==> src/rtl/writeback_arbiter_if.sv <==
// Writeback bus: per-source execute results in, one merged register-file writeback stream out.
// slave = the arbiter side, master = execute units plus the issue-stage consumer.
interface writeback_arbiter_if #(
    parameter int NUM_REQS    = 5,
    parameter int NUM_THREADS = 4,
    parameter int NUM_WARPS   = 4,
    parameter int UUID_BITS   = 44,
    parameter int NR_BITS     = 5
);
    localparam int WID_BITS  = (NUM_WARPS > 1) ? $clog2(NUM_WARPS) : 1;
    localparam int DATA_BITS = NUM_THREADS * 32;

    logic [NUM_REQS-1:0]             in_valid;
    logic [NUM_REQS-1:0]             in_ready;
    logic [NUM_REQS*UUID_BITS-1:0]   in_uuid;
    logic [NUM_REQS*WID_BITS-1:0]    in_wid;
    logic [NUM_REQS*32-1:0]          in_PC;
    logic [NUM_REQS*NUM_THREADS-1:0] in_tmask;
    logic [NUM_REQS-1:0]             in_wb;
    logic [NUM_REQS*NR_BITS-1:0]     in_rd;
    logic [NUM_REQS*DATA_BITS-1:0]   in_data;
    logic [NUM_REQS-1:0]             in_eop;

    logic                            wb_valid;
    logic [UUID_BITS-1:0]            wb_uuid;
    logic [WID_BITS-1:0]             wb_wid;
    logic [31:0]                     wb_PC;
    logic [NUM_THREADS-1:0]          wb_tmask;
    logic [NR_BITS-1:0]              wb_rd;
    logic [DATA_BITS-1:0]            wb_data;
    logic                            wb_eop;

    modport slave (
        input  in_valid, in_uuid, in_wid, in_PC, in_tmask, in_wb, in_rd, in_data, in_eop,
        output in_ready,
        output wb_valid, wb_uuid, wb_wid, wb_PC, wb_tmask, wb_rd, wb_data, wb_eop
    );

    modport master (
        output in_valid, in_uuid, in_wid, in_PC, in_tmask, in_wb, in_rd, in_data, in_eop,
        input  in_ready,
        input  wb_valid, wb_uuid, wb_wid, wb_PC, wb_tmask, wb_rd, wb_data, wb_eop
    );
endinterface

==> src/rtl/writeback_arbiter.sv <==
// Round-robin merge of execute-unit results into one registered writeback stream.
// Define WB_ARB_PERF_EN to add the perf_wb_stalls / perf_retired counters.
module writeback_arbiter #(
    parameter int NUM_REQS    = 5,
    parameter int NUM_THREADS = 4,
    parameter int NUM_WARPS   = 4,
    parameter int UUID_BITS   = 44,
    parameter int NR_BITS     = 5
) (
    input  logic                clk,
    input  logic                reset,
    writeback_arbiter_if.slave  bus
`ifdef WB_ARB_PERF_EN
    ,
    output logic [63:0]         perf_wb_stalls,
    output logic [63:0]         perf_retired
`endif
);
    localparam int WID_BITS  = (NUM_WARPS > 1) ? $clog2(NUM_WARPS) : 1;
    localparam int DATA_BITS = NUM_THREADS * 32;
    localparam int RR_BITS   = (NUM_REQS > 1) ? $clog2(NUM_REQS) : 1;

    function automatic logic [RR_BITS-1:0] wrapIdx(input int base, input int off);
        int s;
        s = base + off;
        if (s >= NUM_REQS) s = s - NUM_REQS;
        return RR_BITS'(s);
    endfunction

    logic [RR_BITS-1:0]     r_rr;
    logic                   r_wb_valid;
    logic [UUID_BITS-1:0]   r_wb_uuid;
    logic [WID_BITS-1:0]    r_wb_wid;
    logic [31:0]            r_wb_PC;
    logic [NUM_THREADS-1:0] r_wb_tmask;
    logic [NR_BITS-1:0]     r_wb_rd;
    logic [DATA_BITS-1:0]   r_wb_data;
    logic                   r_wb_eop;

    logic [NUM_REQS-1:0]    w_cand;
    logic [NUM_REQS-1:0]    w_retire;
    logic [NUM_REQS-1:0]    w_grant;
    logic                   w_any;
    logic [RR_BITS-1:0]     w_winner;
    logic [RR_BITS-1:0]     w_rr_next;

    logic [UUID_BITS-1:0]   w_sel_uuid;
    logic [WID_BITS-1:0]    w_sel_wid;
    logic [31:0]            w_sel_PC;
    logic [NUM_THREADS-1:0] w_sel_tmask;
    logic [NR_BITS-1:0]     w_sel_rd;
    logic [DATA_BITS-1:0]   w_sel_data;
    logic                   w_sel_eop;

    assign w_cand   = bus.in_valid & bus.in_wb;
    assign w_retire = bus.in_valid & ~bus.in_wb;

    // First candidate at or after the round-robin pointer wins; no data enters this path.
    always_comb begin
        w_grant  = '0;
        w_any    = 1'b0;
        w_winner = '0;
        for (int i = 0; i < NUM_REQS; i++) begin
            if (!w_any && w_cand[wrapIdx(int'(r_rr), i)]) begin
                w_any    = 1'b1;
                w_winner = wrapIdx(int'(r_rr), i);
            end
        end
        if (w_any) w_grant[w_winner] = 1'b1;
        w_rr_next = wrapIdx(int'(w_winner), 1);
    end

    assign bus.in_ready = reset ? '0 : (w_retire | w_grant);

    always_comb begin
        w_sel_uuid  = bus.in_uuid [int'(w_winner)*UUID_BITS   +: UUID_BITS];
        w_sel_wid   = bus.in_wid  [int'(w_winner)*WID_BITS    +: WID_BITS];
        w_sel_PC    = bus.in_PC   [int'(w_winner)*32          +: 32];
        w_sel_tmask = bus.in_tmask[int'(w_winner)*NUM_THREADS +: NUM_THREADS];
        w_sel_rd    = bus.in_rd   [int'(w_winner)*NR_BITS     +: NR_BITS];
        w_sel_data  = bus.in_data [int'(w_winner)*DATA_BITS   +: DATA_BITS];
        w_sel_eop   = bus.in_eop  [w_winner];
    end

    // Payload fields hold across idle cycles; only wb_valid drops.
    always_ff @(posedge clk or posedge reset) begin
        if (reset) begin
            r_rr       <= '0;
            r_wb_valid <= 1'b0;
            r_wb_uuid  <= '0;
            r_wb_wid   <= '0;
            r_wb_PC    <= '0;
            r_wb_tmask <= '0;
            r_wb_rd    <= '0;
            r_wb_data  <= '0;
            r_wb_eop   <= 1'b0;
        end else begin
            r_wb_valid <= w_any;
            if (w_any) begin
                r_rr       <= w_rr_next;
                r_wb_uuid  <= w_sel_uuid;
                r_wb_wid   <= w_sel_wid;
                r_wb_PC    <= w_sel_PC;
                r_wb_tmask <= w_sel_tmask;
                r_wb_rd    <= w_sel_rd;
                r_wb_data  <= w_sel_data;
                r_wb_eop   <= w_sel_eop;
            end
        end
    end

    assign bus.wb_valid = r_wb_valid;
    assign bus.wb_uuid  = r_wb_uuid;
    assign bus.wb_wid   = r_wb_wid;
    assign bus.wb_PC    = r_wb_PC;
    assign bus.wb_tmask = r_wb_tmask;
    assign bus.wb_rd    = r_wb_rd;
    assign bus.wb_data  = r_wb_data;
    assign bus.wb_eop   = r_wb_eop;

`ifdef WB_ARB_PERF_EN
    logic [63:0] r_perf_stalls;
    logic [63:0] r_perf_retired;
    logic [63:0] w_stall_inc;
    logic [63:0] w_retire_inc;

    // Stalls count losing candidates; retirements count accepted eop packets of either kind.
    always_comb begin
        w_stall_inc  = 64'($countones(w_cand)) - (w_any ? 64'd1 : 64'd0);
        w_retire_inc = 64'($countones((w_retire | w_grant) & bus.in_eop));
    end

    always_ff @(posedge clk or posedge reset) begin
        if (reset) begin
            r_perf_stalls  <= '0;
            r_perf_retired <= '0;
        end else begin
            r_perf_stalls  <= r_perf_stalls + w_stall_inc;
            r_perf_retired <= r_perf_retired + w_retire_inc;
        end
    end

    assign perf_wb_stalls = r_perf_stalls;
    assign perf_retired   = r_perf_retired;
`endif
endmodule

==> src/flat_wrapper.sv <==
// flat-port wrapper written by rule: the top's interface ports become plain ports
module writeback_arbiter_flat 
#(
    parameter int NUM_REQS    = 5,
    parameter int NUM_THREADS = 4,
    parameter int NUM_WARPS   = 4,
    parameter int UUID_BITS   = 44,
    parameter int NR_BITS     = 5
)
  (clk, reset, bus_in_valid, bus_in_uuid, bus_in_wid, bus_in_PC, bus_in_tmask, bus_in_wb, bus_in_rd, bus_in_data, bus_in_eop, bus_in_ready, bus_wb_valid, bus_wb_uuid, bus_wb_wid, bus_wb_PC, bus_wb_tmask, bus_wb_rd, bus_wb_data, bus_wb_eop);
  writeback_arbiter_if #(.NUM_REQS(NUM_REQS), .NUM_THREADS(NUM_THREADS), .NUM_WARPS(NUM_WARPS), .UUID_BITS(UUID_BITS), .NR_BITS(NR_BITS)) bus_i ();
  input  logic clk;
  input  logic reset;
  input wire logic [$bits(bus_i.in_valid)-1:0] bus_in_valid;
  input wire logic [$bits(bus_i.in_uuid)-1:0] bus_in_uuid;
  input wire logic [$bits(bus_i.in_wid)-1:0] bus_in_wid;
  input wire logic [$bits(bus_i.in_PC)-1:0] bus_in_PC;
  input wire logic [$bits(bus_i.in_tmask)-1:0] bus_in_tmask;
  input wire logic [$bits(bus_i.in_wb)-1:0] bus_in_wb;
  input wire logic [$bits(bus_i.in_rd)-1:0] bus_in_rd;
  input wire logic [$bits(bus_i.in_data)-1:0] bus_in_data;
  input wire logic [$bits(bus_i.in_eop)-1:0] bus_in_eop;
  output wire logic [$bits(bus_i.in_ready)-1:0] bus_in_ready;
  output wire logic [$bits(bus_i.wb_valid)-1:0] bus_wb_valid;
  output wire logic [$bits(bus_i.wb_uuid)-1:0] bus_wb_uuid;
  output wire logic [$bits(bus_i.wb_wid)-1:0] bus_wb_wid;
  output wire logic [$bits(bus_i.wb_PC)-1:0] bus_wb_PC;
  output wire logic [$bits(bus_i.wb_tmask)-1:0] bus_wb_tmask;
  output wire logic [$bits(bus_i.wb_rd)-1:0] bus_wb_rd;
  output wire logic [$bits(bus_i.wb_data)-1:0] bus_wb_data;
  output wire logic [$bits(bus_i.wb_eop)-1:0] bus_wb_eop;
  assign bus_i.in_valid = bus_in_valid;
  assign bus_i.in_uuid = bus_in_uuid;
  assign bus_i.in_wid = bus_in_wid;
  assign bus_i.in_PC = bus_in_PC;
  assign bus_i.in_tmask = bus_in_tmask;
  assign bus_i.in_wb = bus_in_wb;
  assign bus_i.in_rd = bus_in_rd;
  assign bus_i.in_data = bus_in_data;
  assign bus_i.in_eop = bus_in_eop;
  assign bus_in_ready = bus_i.in_ready;
  assign bus_wb_valid = bus_i.wb_valid;
  assign bus_wb_uuid = bus_i.wb_uuid;
  assign bus_wb_wid = bus_i.wb_wid;
  assign bus_wb_PC = bus_i.wb_PC;
  assign bus_wb_tmask = bus_i.wb_tmask;
  assign bus_wb_rd = bus_i.wb_rd;
  assign bus_wb_data = bus_i.wb_data;
  assign bus_wb_eop = bus_i.wb_eop;
  writeback_arbiter #(.NUM_REQS(NUM_REQS), .NUM_THREADS(NUM_THREADS), .NUM_WARPS(NUM_WARPS), .UUID_BITS(UUID_BITS), .NR_BITS(NR_BITS)) u_core (.clk(clk), .reset(reset), .bus(bus_i));
endmodule
==> config.mk <==
export PLATFORM = sky130hd
export DESIGN_NAME = writeback_arbiter_flat
export DESIGN_NICKNAME = d
export VERILOG_FILES = /design/src/rtl/writeback_arbiter_if.sv /design/src/rtl/writeback_arbiter.sv /design/src/flat_wrapper.sv
export SDC_FILE = /design/constraint.sdc
export NUM_CORES = 1
export LEC_CHECK = 0
export ABC_AREA = 1
export ABC_CLOCK_PERIOD_IN_PS = 9100
export CORE_AREA = 5 5 510 512
export DETAILED_ROUTE_END_ITERATION = 7
export DIE_AREA = 0 0 515 517
export GPL_TIMING_DRIVEN = 0
export SYNTH_ARGS = -nofsm -noshare
export SYNTH_HDL_FRONTEND = slang
export SYNTH_SLANG_ARGS = --single-unit
==> constraint.sdc <==
create_clock -name clk -period 9.1 [get_ports clk]
set_input_delay 1.365 -clock clk [delete_from_list [all_inputs] [get_ports clk]]
set_output_delay 1.365 -clock clk [all_outputs]
set_load 0.05 [all_outputs]
==> run metrics <==
total grt overflow 0; Yosys cell types 28; placed cells 7787; setup ws final 0.738 ns; slowest CP cell clkdlybuf4s50_1; reg2reg start u_core.r_rr[0]$_DFFE_PP0P_; Via Count 30200; CP Capture Type output port; Yosys top cell area share 33.2%; Die Y-Extent 517 um; synth cell count leaders 1223 x nand3_1, 1047 x nand2_1, 220 x dfrtp_1; placeable core area 255000 sq um; post-DP HPWL 241000 um; dominant cell type by area after synthesis nand3_1; post_cts resized 0; Synthesis Warnings 0; CTS tree done; # setup viols final 0; full die area 266000 sq um; clk slew on worst S/H paths 0.06 ns; largest family of logic cells by synthesized area simple AND/OR/NAND/NOR gates; dominant synthesized flop cell dfrtp_1; number of synthesized flops with an enable pin 0; chip width 515 um; vias in the first global route 28600; non-filler cells, final 7961; syn avg cell area 5.97 sq um; Initial Util 7.22%; Post-Synth Simple-Gate Area 55.7%; Post-Syn Area 18400 sq um; clock sinks 220; ys async rst share 100%; failing checks DRC; Synth Area in Compound Gates 4.01%; total iterations of the first detailed-routing run 8; #FFs+latches synth 220; syn nets 4189; WP data required 7.74 ns; synth top area cells nand3_1 33%, dfrtp_1 30%, nand2_1 21%; Routed Antenna Nets 0; max incr delay on CP 1.20 ns; overall routed net length 278000 um; utilization after layout 14.7%; Tmin final 8.36 ns; Layout fillers 29700; root buffer cell clkbuf_16; gr usage total 19.7%; Worst Setup SP u_core.r_rr[0]$_DFFE_PP0P_; startpoint types flop; CTS Buf Count 37; Hold Path Class reg2reg; Adder-Cell Fraction of Synth Area 0.787%; outcome finished with violations; Longest Clk Path Bufs 3; initial DRC count 3010; Nets 5545; Final Slew Violations 0; pin count of the biggest net entering global routing 103; # DRC 7; Hold WS 0.478 ns; first-pass GRT wire length 333000 um; H-tree depth 2; Post-CTS Setup Bufs 0; clock latency on the worst-skew pair 0.64 ns; Vias/cell 3.79; Hold Crit Start u_core.bus.wb_data[69]$_DFFE_PP0P_; routability cong. 0.967; layout cells sized above 1 5.62%; Max Freq 0.120 GHz; post-route clock period utilization 91.9%; area delta synth->final 104%; hold bufs inserted after CTS 0; kind of critical path reg2out; cells after synthesis 3086; row count 186; Critical Path Fanout Max 11; Final Hold Viols 0; mux contribution to synthesized area 0%; PortBufs 1313; Least-Margin Pin Slew 1.20 ns; crit-path cells inv_2, buf_2, ha_1, inv_1, fa_1, a21oi_2, nand2_1, nand2_1, nand2_1, nand3_1, nand2_1, nand2_1, nand2_1, nor3_4, nand4_1, nand3_2, buf_2, buf_2, nand2_1, a21oi_1, clkdlybuf4s50_1; Worst EP arrival 7.00 ns; count leader, synth nand3_1; pre-CTS WS 1.01 ns; xor-xnor portion of the synthesized cell area 0.0475%; initial antenna violation count 212; Max Cap Viol 0; most frequent CP cell nand2_1; Layout Skew 0.0165 ns; wire length per cell 34.9 um; Ports 1314; Slew HR 20.0%; post-synthesis sequential area ratio 29.9%; RSZ-0062 raised after global routing false
[critical path: cells and delay by family, from the launching register on]
| family | cells | cell delay (ns) |
|---|---|---|
| compound gates | 2 | 0.39 |
| fa+ha+maj | 2 | 0.66 |
| buf+inv | 6 | 2.86 |
| flops | 1 | 0.49 |
| simple gates | 11 | 1.93 |
[worst paths after layout]
check | to | slack (ns) | cells after the start
max | bus_in_ready[1] | 0.74 | 21
min | u_core.bus.wb_data[69]$_DFFE_PP0P_ | 0.48 | 2
max reg2reg | u_core.bus.wb_data[79]$_DFFE_PP0P_ | 2.92 | 21
min reg2reg | u_core.bus.wb_data[69]$_DFFE_PP0P_ | 0.48 | 2
max in group asynchronous | u_core.bus.wb_PC[0]$_DFFE_PP0P_ | 6.06 | 3
min in group asynchronous | u_core.bus.wb_data[34]$_DFFE_PP0P_ | 1.85 | 2
[cells by family (layout without fill, tap and decap cells)]
kind of cell / count (synthesis) / in the layout
other cells: 0 / 107
buf+inv: 404 / 1788
flops: 220 / 220
compound gates: 145 / 145
simple gates: 2305 / 2305
fa+ha+maj: 11 / 11
xor+xnor: 1 / 1
[layout make-up]
| cell class | instances | area (sq um) | share of cell area (%) |
|---|---|---|---|
| Antenna cell | 107 | 268 | 0.713 |
| Sequential cell | 220 | 5510 | 14.7 |
| Clock inverter | 18 | 288 | 0.766 |
| Inverter | 131 | 499 | 1.33 |
| Buffer | 273 | 1280 | 3.42 |
| Multi-Input combinational cell | 2462 | 11200 | 29.7 |
| Clock buffer | 49 | 1060 | 2.83 |
| Timing Repair Buffer | 1317 | 13200 | 35.3 |
| Tap cell | 3384 | 4230 | 11.3 |
[sequential cells by signal (all words and copies together) (netlist names)]
signal	cells
u_core.bus.wb_wid	2
u_core.r_rr	3
u_core.bus.wb_rd	5
u_core.bus.wb_PC	32
u_core.bus.wb_uuid	44
u_core.bus.wb_tmask	4
u_core.bus.wb_valid	1
u_core.bus.wb_data	128
u_core.bus.wb_eop	1
[layer usage]
metal	up-vias	track usage [%]	share of wire, %
li1	13200	-	-
met1	14400	22.1	37
met2	2012	34.1	48
met3	433	7.68	11
met4	100	7.01	4.3
met5	-	0	0.25
[stage by stage]
stage | area [sq um] | setup TNS (ns)
final | 37500 | 0
after detailed placement | 35900 | 0
after global placement | 35800 | -924.20
after global routing | 37500 | 0
after CTS | 37300 | 0
after floorplan | 18400 | 0
[cells in the final DEF (no fill, tap or decap), drive strengths merged, types with 3 or more instances in the layout]
cell	synthesis	routed
a21oi	129	129
buf	178	182
bufinv	0	6
clkbuf	95	144
clkdlybuf4s50	0	1313
clkinv	0	7
dfrtp	220	220
diode	0	107
ha	10	10
inv	131	135
nand2	1050	1050
nand3	1225	1225
nand4	14	14
nor2	13	13
o211ai	3	3
o21ai	11	11
Power is left out: the tool's default activity adds up to more than one toggle a clock period on the data nets, which glitch-free logic cannot reach.
